$ cat src/rtl/demux_1x2_stream.sv
// demux_1x2_stream: steers each accepted input beat into one of two
// independent output FIFOs selected by in_sel. Each FIFO is a register
// array with wrap-around pointers and an explicit occupancy counter.
module demux_1x2_stream #(
    parameter int BITS  = 4,
    parameter int DEPTH = 4
) (
    input  logic                     clk,
    input  logic                     rst,
    input  logic [BITS-1:0]          in_data,
    input  logic                     in_sel,
    input  logic                     in_valid,
    output logic                     in_ready,
    output logic [BITS-1:0]          out0_data,
    output logic                     out0_valid,
    input  logic                     out0_ready,
    output logic [$clog2(DEPTH):0]   out0_count,
    output logic [BITS-1:0]          out1_data,
    output logic                     out1_valid,
    input  logic                     out1_ready,
    output logic [$clog2(DEPTH):0]   out1_count
);

    localparam int AW = $clog2(DEPTH);
    localparam int CW = AW + 1;

    logic [BITS-1:0] r_mem   [2][DEPTH];
    logic [AW-1:0]   r_wptr  [2];
    logic [AW-1:0]   r_rptr  [2];
    logic [CW-1:0]   r_count [2];

    logic [1:0]      w_full;
    logic [1:0]      w_valid;
    logic [1:0]      w_push;
    logic [1:0]      w_pop;
    logic [BITS-1:0] w_head [2];

    // Per-channel status, handshake qualification and head selection
    always_comb begin
        w_full  = '0;
        w_valid = '0;
        w_push  = '0;
        w_pop   = '0;
        for (int unsigned ch = 0; ch < 2; ch++) begin
            w_full[ch]  = (r_count[ch] == CW'(DEPTH));
            w_valid[ch] = (r_count[ch] != '0);
            w_head[ch]  = w_valid[ch] ? r_mem[ch][r_rptr[ch]] : '0;
        end
        in_ready  = !w_full[in_sel];
        w_push[0] = in_valid && in_ready && !in_sel;
        w_push[1] = in_valid && in_ready &&  in_sel;
        w_pop[0]  = w_valid[0] && out0_ready;
        w_pop[1]  = w_valid[1] && out1_ready;
    end

    assign out0_valid = w_valid[0];
    assign out1_valid = w_valid[1];
    assign out0_data  = w_head[0];
    assign out1_data  = w_head[1];
    assign out0_count = r_count[0];
    assign out1_count = r_count[1];

    // Storage write; contents are deliberately left unreset
    always_ff @(posedge clk) begin
        for (int unsigned ch = 0; ch < 2; ch++) begin
            if (!rst && w_push[ch]) begin
                r_mem[ch][r_wptr[ch]] <= in_data;
            end
        end
    end

    // Pointer and occupancy bookkeeping for both channels
    always_ff @(posedge clk) begin
        if (rst) begin
            for (int unsigned ch = 0; ch < 2; ch++) begin
                r_wptr[ch]  <= '0;
                r_rptr[ch]  <= '0;
                r_count[ch] <= '0;
            end
        end else begin
            for (int unsigned ch = 0; ch < 2; ch++) begin
                if (w_push[ch]) begin
                    r_wptr[ch] <= r_wptr[ch] + 1'b1;
                end
                if (w_pop[ch]) begin
                    r_rptr[ch] <= r_rptr[ch] + 1'b1;
                end
                if (w_push[ch] && !w_pop[ch]) begin
                    r_count[ch] <= r_count[ch] + 1'b1;
                end else if (w_pop[ch] && !w_push[ch]) begin
                    r_count[ch] <= r_count[ch] - 1'b1;
                end
            end
        end
    end

endmodule
$ cat config.mk
export PLATFORM = sky130hd
export DESIGN_NAME = demux_1x2_stream
export DESIGN_NICKNAME = d
export VERILOG_FILES = /design/src/rtl/demux_1x2_stream.sv
export SDC_FILE = /design/constraint.sdc
export NUM_CORES = 1
export LEC_CHECK = 0
export CELL_PAD_IN_SITES_DETAIL_PLACEMENT = 0
export CELL_PAD_IN_SITES_GLOBAL_PLACEMENT = 1
export CORE_UTILIZATION = 33
export DETAILED_ROUTE_END_ITERATION = 12
export PLACE_DENSITY_LB_ADDON = 0.05
export SYNTH_ARGS = -nofsm -noshare
export SYNTH_HDL_FRONTEND = slang
export SYNTH_SLANG_ARGS = --single-unit
$ cat constraint.sdc
create_clock -name clk -period 6.3 [get_ports clk]
set_clock_uncertainty 0.05 [all_clocks]
set_input_delay 1.26 -clock clk [delete_from_list [all_inputs] [get_ports clk]]
set_output_delay 1.26 -clock clk [all_outputs]
set_load 0.01 [all_outputs]
==> report_table.html, run 1 <==
<table>
<tr><th>Metric</th><th>Value</th></tr>
<tr><th colspan="2">Status</th></tr>
<tr><td>Status</td><td>finished, final reports clean</td></tr>
<tr><th colspan="2">STA</th></tr>
<tr><td>Final-layout setup total negative slack</td><td>0 ns</td></tr>
<tr><td>Final hold violation count</td><td>0</td></tr>
<tr><td>Worst Hold Margin</td><td>0.584 ns</td></tr>
<tr><td>Worst slew margin relative to its limit</td><td>48.9%</td></tr>
<tr><td>Final min period</td><td>4.11 ns</td></tr>
<tr><td>Max-slew violation count</td><td>0</td></tr>
<tr><td>Post-route fraction of the period consumed by the critical path</td><td>65.2%</td></tr>
<tr><td>Maximum clock rate</td><td>243 MHz</td></tr>
<tr><td>Setup violation total in the final timing report</td><td>0</td></tr>
<tr><td>Slew @ Worst Pin</td><td>0.761 ns</td></tr>
<tr><td>Unrepaired setup endpoints after global routing</td><td>no</td></tr>
<tr><th colspan="2">Synth</th></tr>
<tr><td>Post-synthesis instance area</td><td>2280 sq um</td></tr>
<tr><td>Flip-flop and latch count after synthesis</td><td>46</td></tr>
<tr><td>Synth top area cells</td><td>sky130_fd_sc_hd__edfxtp_1, sky130_fd_sc_hd__mux4_2, sky130_fd_sc_hd__ha_1</td></tr>
<tr><td>Net count after synthesis</td><td>174</td></tr>
<tr><td>Synth area leader</td><td>sky130_fd_sc_hd__edfxtp_1</td></tr>
<tr><td>Register area share after synthesis</td><td>60.7%</td></tr>
<tr><td>Xor and xnor area share after synthesis</td><td>1.15%</td></tr>
<tr><td>Synthesized area per cell</td><td>15.0 sq um</td></tr>
<tr><td>Gate count of the mapped netlist</td><td>152</td></tr>
<tr><td>Share of async-settable or async-resettable flops after synthesis</td><td>0%</td></tr>
<tr><td>Post-synthesis share of cell area spent on full adders, half adders and majority gates</td><td>6.92%</td></tr>
<tr><td>Most frequent cell after synthesis</td><td>sky130_fd_sc_hd__edfxtp_1</td></tr>
<tr><td>Count of flip-flops with a built-in enable after synthesis</td><td>46</td></tr>
<tr><td>Post-synthesis mux area share</td><td>8.85%</td></tr>
<tr><td>Area fraction of the dominant cell type after synthesis</td><td>60.7%</td></tr>
<tr><td>Count of cell types in the netlist</td><td>36</td></tr>
<tr><td>Commonest cells in the netlist</td><td>sky130_fd_sc_hd__edfxtp_1, sky130_fd_sc_hd__and2_1, sky130_fd_sc_hd__inv_1</td></tr>
<tr><td>Count of yosys warnings during synthesis</td><td>0</td></tr>
<tr><td>Area fraction in compound gates after synthesis</td><td>6.59%</td></tr>
<tr><td>Simple logic cell fraction of the synthesized area</td><td>12.5%</td></tr>
<tr><td>Predominant post-synthesis flop cell</td><td>sky130_fd_sc_hd__edfxtp_1</td></tr>
<tr><td>Main combinational cell family by area after synthesis</td><td>simple AND/OR/NAND/NOR gates</td></tr>
<tr><th colspan="2">GRT</th></tr>
<tr><td>First-pass GRT wire length</td><td>7000 um</td></tr>
<tr><td>Total gr overflow</td><td>0</td></tr>
<tr><td>Maximum number of pins on one net before global-route repair</td><td>16</td></tr>
<tr><td>Via count of the first global-routing pass</td><td>1362</td></tr>
<tr><td>Initial antenna violation count</td><td>0</td></tr>
<tr><td>Overall routing resource usage</td><td>13.1%</td></tr>
<tr><th colspan="2">Clocking</th></tr>
<tr><td>CTS Hold Bufs</td><td>0</td></tr>
<tr><td>Clock transition time at the flip-flop clock pins of the worst setup and hold paths</td><td>0.09 ns</td></tr>
<tr><td>Maximum buffer depth of the clock tree</td><td>2</td></tr>
<tr><td>Inserted Clock Buffers</td><td>5</td></tr>
<tr><td>Postcts setup bufs</td><td>0</td></tr>
<tr><td>TritonCTS clock tree</td><td>done</td></tr>
<tr><td>Clock sinks</td><td>46</td></tr>
<tr><td>Count of instances resized after the clock tree is built</td><td>0</td></tr>
<tr><td>H-Tree Depth</td><td>2</td></tr>
<tr><td>Clock latency of the later-clocked register in the worst-skew pair</td><td>0.30 ns</td></tr>
<tr><td>Cell chosen for the clock root</td><td>sky130_fd_sc_hd__clkbuf_8</td></tr>
<tr><th colspan="2">Route</th></tr>
<tr><td>Metal2 WL</td><td>2230 um</td></tr>
<tr><td>Vias per Instance</td><td>4.97</td></tr>
<tr><td>Post-detailed-route DRC marker count</td><td>0</td></tr>
<tr><td>1st-pass router iterations</td><td>4</td></tr>
<tr><td>Average detailed-routed wire length per instance</td><td>16.5 um</td></tr>
<tr><td>Routed length on met3</td><td>181 um</td></tr>
<tr><td>Routed vias</td><td>1281</td></tr>
<tr><td>DRT antenna net count</td><td>0</td></tr>
<tr><td>Total Routed Length</td><td>4250 um</td></tr>
<tr><td>Routed length on met1</td><td>1790 um</td></tr>
<tr><td>Uppermost layer routed</td><td>met4</td></tr>
<tr><td>DRC violation total after the first TritonRoute iteration</td><td>67</td></tr>
<tr><th colspan="2">Layout</th></tr>
<tr><td>Final Instance Area</td><td>2700 sq um</td></tr>
<tr><td>Synth-to-layout area growth</td><td>18.4%</td></tr>
<tr><td>Reg area</td><td>1380 sq um</td></tr>
<tr><td>Number of inserted diodes</td><td>0</td></tr>
<tr><td>Filler Cells Inserted</td><td>634</td></tr>
<tr><td>Area of combinational cells with multiple inputs</td><td>820 sq um</td></tr>
<tr><td>Layout cell share with drive strength beyond 1</td><td>13.3%</td></tr>
<tr><td>Net count of the finished layout</td><td>202</td></tr>
<tr><th colspan="2">Worst hold path</th></tr>
<tr><td>Number of stages on the worst hold path</td><td>1</td></tr>
<tr><td>Worst hold path type</td><td>register to register</td></tr>
<tr><td>Startpoint of the most critical hold path</td><td>r_wptr[0][2]</td></tr>
<tr><th colspan="2">Floorplan</th></tr>
<tr><td>DIE WIDTH</td><td>85.1 um</td></tr>
<tr><td>Std-Cell Rows</td><td>29</td></tr>
<tr><td>Area of the core region</td><td>6490 sq um</td></tr>
<tr><td>Initial Util</td><td>35.1%</td></tr>
<tr><td>Number of top-level pins</td><td>27</td></tr>
<tr><td>Die footprint</td><td>7240 sq um</td></tr>
<tr><td>Height of the die</td><td>85.1 um</td></tr>
<tr><th colspan="2">Setup path</th></tr>
<tr><td>Startpoint types</td><td>input pin</td></tr>
<tr><td>Crit Path Max Fanout</td><td>7</td></tr>
<tr><td>Beginning of the critical path</td><td>in_sel</td></tr>
<tr><td>Critical path class</td><td>input pin to primary output</td></tr>
<tr><td>CP Data Required Time</td><td>4.99 ns</td></tr>
<tr><td>Worst reg2reg startpoint</td><td>r_count[0][1]</td></tr>
<tr><td>Data arrival time at the worst-slack endpoint</td><td>2.80 ns</td></tr>
<tr><td>Worst Reg-to-Reg Cells</td><td>7</td></tr>
<tr><td>Crit end category</td><td>primary output</td></tr>
<tr><th colspan="2">Placed design</th></tr>
<tr><td>Half-perimeter wire length after detailed placement</td><td>3240 um</td></tr>
<tr><td>Post-Place Cell Area</td><td>2610 sq um</td></tr>
<tr><td>Final GP Congestion</td><td>0.782</td></tr>
<tr><td>PortBufs</td><td>26</td></tr>
<tr><th colspan="2">Power</th></tr>
<tr><td>Leakage</td><td>0.937 nW</td></tr>
<tr><td>Overall power</td><td>0.000867 W</td></tr>
<tr><td>Max VDD drop</td><td>0.147 mV</td></tr>
<tr><td>Pwr per Cell Area</td><td>321 nW/um^2</td></tr>
<tr><th colspan="2">Job</th></tr>
<tr><td>Total of max-cap violations</td><td>0</td></tr>
</table>
## final timing paths
kind / slack [ns] / to
worst max-delay path: 2.19 / in_ready
worst max register to register: 3.74 / r_count[0][2]
worst min register to register: 0.58 / r_wptr[0][2]
worst min-delay path: 0.58 / r_wptr[0][2]
## power breakdown
group          switching (W)  total (W)  internal (W)  leakage (nW)
combinational       0.000119   0.000267      0.000149         0.456
sequential         0.0000441   0.000420      0.000376         0.437
clock               0.000101   0.000179     0.0000780        0.0441
## routing by layer
layer | vias up | GRT usage, %
met2 | 33 | 23.2
met3 | 6 | 3.11
met1 | 624 | 15.6
li1 | 618 | -
met5 | - | 0
met4 | 0 | 4.16
## cell families after synthesis
| kind of cell | Yosys count |
|---|---|
| AO/OA/AOI/OAI | 16 |
| XOR/XNOR | 3 |
| adder cells (fa/ha/maj) | 12 |
| buffers and inverters | 18 |
| flip-flops | 46 |
| multiplexers | 10 |
| AND/OR/NAND/NOR | 47 |
## state kept, by name, summed over array words and instances, names as in the netlist
register  flops
r_mem        32
r_count       6
r_wptr        4
r_rptr        4
## worst max-delay path, cell delays in order
cell,delay [ns]
sky130_fd_sc_hd__clkdlybuf4s50_1,0.61
sky130_fd_sc_hd__mux2i_1,0.34
sky130_fd_sc_hd__clkdlybuf4s50_1,0.59
## final cells by class
cell class	instances	area share, %
repair buffers	26	9.65
well taps	77	3.57
inverters	13	1.81
clock buffers	5	2.55
clock inverters	3	0.789
multi-input cells	88	30.4
flip-flops and latches	46	51.2
## metrics by stage
stage                     utilization (%)  instances  setup slack, ns
after global routing                 41.5        258             2.15
after floorplan                         -        152             3.24
after CTS                            41.5        258             2.19
after global placement               40.1        250             2.27
final                                41.5        258             2.19
after detailed placement             40.1        250             2.20
## placed cells by master, fill, tap and decap left out, types with 2 or more instances in the layout
| master | Yosys | final |
|---|---|---|
| sky130_fd_sc_hd__and2_1 | 14 | 14 |
| sky130_fd_sc_hd__ha_1 | 11 | 11 |
| sky130_fd_sc_hd__clkdlybuf4s50_1 | 0 | 26 |
| sky130_fd_sc_hd__xnor2_1 | 3 | 3 |
| sky130_fd_sc_hd__nor2_1 | 12 | 12 |
| sky130_fd_sc_hd__o21ai_0 | 3 | 3 |
| sky130_fd_sc_hd__edfxtp_1 | 46 | 46 |
| sky130_fd_sc_hd__clkbuf_8 | 0 | 5 |
| sky130_fd_sc_hd__a21o_1 | 2 | 2 |
| sky130_fd_sc_hd__mux4_2 | 8 | 8 |
| sky130_fd_sc_hd__nor2b_1 | 5 | 5 |
| sky130_fd_sc_hd__inv_1 | 13 | 13 |
| sky130_fd_sc_hd__nor3_1 | 3 | 3 |
| sky130_fd_sc_hd__a21oi_1 | 2 | 2 |
| sky130_fd_sc_hd__o211ai_1 | 2 | 2 |
| sky130_fd_sc_hd__nand2b_1 | 5 | 5 |
Power figures use the tool's default switching activity.
==> run 2: changes to the inputs <==
==> constraint.sdc (replaced) <==
create_clock -name clk -period 3.5 [get_ports clk]
set_clock_uncertainty 0.05 [all_clocks]
set_input_delay 0.7 -clock clk [delete_from_list [all_inputs] [get_ports clk]]
set_output_delay 0.7 -clock clk [all_outputs]
set_load 0.01 [all_outputs]
==> report_table.html, run 2 (same netlist as run 1, synthesis figures left out) <==
<table>
<tr><th>Metric</th><th>Value</th></tr>
<tr><th colspan="2">GRT</th></tr>
<tr><td>Overall routing resource usage</td><td>12.6% (-0.51 points)</td></tr>
<tr><td>Maximum number of pins on one net before global-route repair</td><td>14 (-2)</td></tr>
<tr><td>Total gr overflow</td><td>0 (unchanged)</td></tr>
<tr><td>Initial antenna violation count</td><td>0 (unchanged)</td></tr>
<tr><td>First-pass GRT wire length</td><td>6660 um (-4.9%)</td></tr>
<tr><td>Via count of the first global-routing pass</td><td>1325 (-2.7%)</td></tr>
<tr><th colspan="2">Floorplan</th></tr>
<tr><td>DIE WIDTH</td><td>85.1 um (unchanged)</td></tr>
<tr><td>Initial Util</td><td>35.1% (unchanged)</td></tr>
<tr><td>Std-Cell Rows</td><td>29 (unchanged)</td></tr>
<tr><td>Height of the die</td><td>85.1 um (unchanged)</td></tr>
<tr><td>Number of top-level pins</td><td>27 (unchanged)</td></tr>
<tr><td>Area of the core region</td><td>6490 sq um (unchanged)</td></tr>
<tr><td>Die footprint</td><td>7240 sq um (unchanged)</td></tr>
<tr><th colspan="2">Power</th></tr>
<tr><td>Leakage</td><td>0.936 nW (-0.16%)</td></tr>
<tr><td>Max VDD drop</td><td>0.237 mV (+61%)</td></tr>
<tr><td>Overall power</td><td>0.00154 W (+77%)</td></tr>
<tr><td>Pwr per Cell Area</td><td>572 nW/um^2 (+78%)</td></tr>
<tr><th colspan="2">Setup path</th></tr>
<tr><td>Critical path, cell by cell</td><td>clkdlybuf4s50_1 -&gt; mux2i_1 -&gt; clkdlybuf4s50_1</td></tr>
<tr><td>Crit path buf inv count</td><td>2 (unchanged)</td></tr>
<tr><td>Worst Reg-to-Reg Cells</td><td>7 (unchanged)</td></tr>
<tr><td>Cell mode on critical path</td><td>sky130_fd_sc_hd__clkdlybuf4s50_1</td></tr>
<tr><td>CP Data Required Time</td><td>2.75 ns (-2.24 ns)</td></tr>
<tr><td>Crit Path Max Fanout</td><td>7 (unchanged)</td></tr>
<tr><td>Data arrival time at the worst-slack endpoint</td><td>2.21 ns (-0.59 ns)</td></tr>
<tr><td>Critical path class</td><td>input pin to primary output</td></tr>
<tr><td>Worst reg2reg startpoint</td><td>r_count[0][0]</td></tr>
<tr><td>Crit path max-delay family</td><td>buffers and inverters</td></tr>
<tr><td>Number of gates on the worst path with buffers counted</td><td>3 (unchanged)</td></tr>
<tr><td>Flop-to-flop setup slack</td><td>0.95 ns (-2.79 ns)</td></tr>
<tr><td>Stage delay of the slowest cell on the critical path</td><td>0.62 ns (about the same)</td></tr>
<tr><td>Startpoint types</td><td>input pin</td></tr>
<tr><td>Critical Path Slowest Stage Cell</td><td>sky130_fd_sc_hd__clkdlybuf4s50_1</td></tr>
<tr><td>Crit end category</td><td>primary output</td></tr>
<tr><td>R2r endpoint</td><td>r_count[0][2]</td></tr>
<tr><th colspan="2">Clocking</th></tr>
<tr><td>Maximum buffer depth of the clock tree</td><td>2 (unchanged)</td></tr>
<tr><td>Inserted Clock Buffers</td><td>5 (unchanged)</td></tr>
<tr><td>Count of instances resized after the clock tree is built</td><td>0 (unchanged)</td></tr>
<tr><td>Clock sinks</td><td>46 (unchanged)</td></tr>
<tr><td>Clock transition time at the flip-flop clock pins of the worst setup and hold paths</td><td>0.08 ns (about the same)</td></tr>
<tr><td>H-Tree Depth</td><td>2 (unchanged)</td></tr>
<tr><td>Clock latency of the later-clocked register in the worst-skew pair</td><td>0.29 ns (about the same)</td></tr>
<tr><td>Cell chosen for the clock root</td><td>sky130_fd_sc_hd__clkbuf_8</td></tr>
<tr><td>Postcts setup bufs</td><td>0 (unchanged)</td></tr>
<tr><td>CTS Hold Bufs</td><td>0 (unchanged)</td></tr>
<tr><td>TritonCTS clock tree</td><td>done</td></tr>
<tr><th colspan="2">Worst hold path</th></tr>
<tr><td>Number of stages on the worst hold path</td><td>1 (unchanged)</td></tr>
<tr><td>Worst hold path type</td><td>register to register</td></tr>
<tr><td>Startpoint of the most critical hold path</td><td>r_wptr[0][2]</td></tr>
<tr><td>Hold EP</td><td>r_wptr[0][2]</td></tr>
<tr><th colspan="2">Route</th></tr>
<tr><td>Average detailed-routed wire length per instance</td><td>15.9 um (-3.2%)</td></tr>
<tr><td>Post-detailed-route DRC marker count</td><td>0 (unchanged)</td></tr>
<tr><td>DRT antenna net count</td><td>0 (unchanged)</td></tr>
<tr><td>1st-pass router iterations</td><td>4 (unchanged)</td></tr>
<tr><td>Routed vias</td><td>1273 (-0.62%)</td></tr>
<tr><td>DRC violation total after the first TritonRoute iteration</td><td>32 (-52%)</td></tr>
<tr><td>Total Routed Length</td><td>4110 um (-3.2%)</td></tr>
<tr><td>Vias per Instance</td><td>4.93 (-0.62%)</td></tr>
<tr><th colspan="2">STA</th></tr>
<tr><td>Maximum clock rate</td><td>338 MHz</td></tr>
<tr><td>Max-slew violation count</td><td>0 (unchanged)</td></tr>
<tr><td>Final min period</td><td>2.96 ns</td></tr>
<tr><td>Slew @ Worst Pin</td><td>0.704 ns (-0.0579 ns)</td></tr>
<tr><td>Minimum setup slack in the final design</td><td>0.542 ns (-1.65 ns)</td></tr>
<tr><td>Setup violation total in the final timing report</td><td>0 (unchanged)</td></tr>
<tr><td>Post-route fraction of the period consumed by the critical path</td><td>84.5%</td></tr>
<tr><td>Final hold violation count</td><td>0 (unchanged)</td></tr>
<tr><td>Final-layout setup total negative slack</td><td>0 ns (unchanged)</td></tr>
<tr><td>Unrepaired setup endpoints after global routing</td><td>no</td></tr>
<tr><td>Worst slew margin relative to its limit</td><td>52.7% (+3.8 points)</td></tr>
<tr><th colspan="2">Layout</th></tr>
<tr><td>Number of inserted diodes</td><td>0 (unchanged)</td></tr>
<tr><td>Most frequent cells in the layout</td><td>sky130_fd_sc_hd__edfxtp_1, sky130_fd_sc_hd__clkdlybuf4s50_1, sky130_fd_sc_hd__and2_1</td></tr>
<tr><td>Most common library cell in the layout ignoring fill and taps</td><td>sky130_fd_sc_hd__edfxtp_1</td></tr>
<tr><td>Layout cell share with drive strength beyond 1</td><td>12.2% (-1.1 points)</td></tr>
<tr><td>Max reg flops</td><td>32 (unchanged)</td></tr>
<tr><td>Net count of the finished layout</td><td>202 (unchanged)</td></tr>
<tr><td>Synth-to-layout area growth</td><td>18.0%</td></tr>
<tr><th colspan="2">Placed design</th></tr>
<tr><td>Half-perimeter wire length after detailed placement</td><td>3120 um (-3.7%)</td></tr>
<tr><td>Final GP Congestion</td><td>0.767 (-1.9%)</td></tr>
<tr><td>PortBufs</td><td>26 (unchanged)</td></tr>
<tr><td>Worst setup slack before clock tree synthesis</td><td>0.541 ns (-1.66 ns)</td></tr>
<tr><th colspan="2">Job</th></tr>
<tr><td>Total of max-cap violations</td><td>0 (unchanged)</td></tr>
<tr><th colspan="2">Status</th></tr>
<tr><td>Status</td><td>finished, final reports clean</td></tr>
</table>
run 2: cell count changes in the layout (fill, tap and decap cells not counted), sizes merged:
cell | previous run | this run
clkinvlp | 1 | 0
clkbuf | 5 | 6
run 2: routing by layer:
layer  global-route usage [%]  routed length (um)
met1                     15.0                1820
met2                     22.0                2090
met3                     3.02                 153
met4                     4.62                  59
met5                        0                   0
run 2: worst max-delay path by stage:
stage	startpoint	to
4_1_cts	in_sel	in_ready
6_report	in_sel	in_ready
5_1_grt	in_sel	in_ready
3_3_place_gp	in_sel	in_ready
3_5_place_dp	in_sel	r_count[0][2]
2_1_floorplan	r_count[0][1]	r_count[0][2]
run 2: through the flow:
| step | util [%] | std cells | hold WS, ns | area [sq um] |
|---|---|---|---|---|
| floorplan | - | 152 | 0.536 | 2280 |
| global placement | 40.1 | 250 | 0.575 | 2610 |
| detailed placement | 40.1 | 250 | 0.583 | 2610 |
| CTS | 41.4 | 258 | 0.595 | 2690 |
| global route | 41.4 | 258 | 0.613 | 2690 |
| finish | 41.4 | 258 | 0.585 | 2690 |
run 2: final cells by class:
class	instances	area (sq um)
Multi-Input combinational cell	88	820
Inverter	13	48.8
Timing Repair Buffer	26	260
Fill cell	588	3810
Clock inverter	2	8.76
Sequential cell	46	1380
Clock buffer	6	72.6
Tap cell	77	96.3
run 2: where the power goes:
| part | switching [W] | total [W] | leakage [nW] | internal [W] |
|---|---|---|---|---|
| Sequential | 0.0000803 | 0.000758 | 0.437 | 0.000678 |
| Clock | 0.000163 | 0.000300 | 0.0426 | 0.000137 |
| Combinational | 0.000212 | 0.000478 | 0.456 | 0.000267 |
| Total | 0.000455 | 0.00154 | 0.936 | 0.00108 |
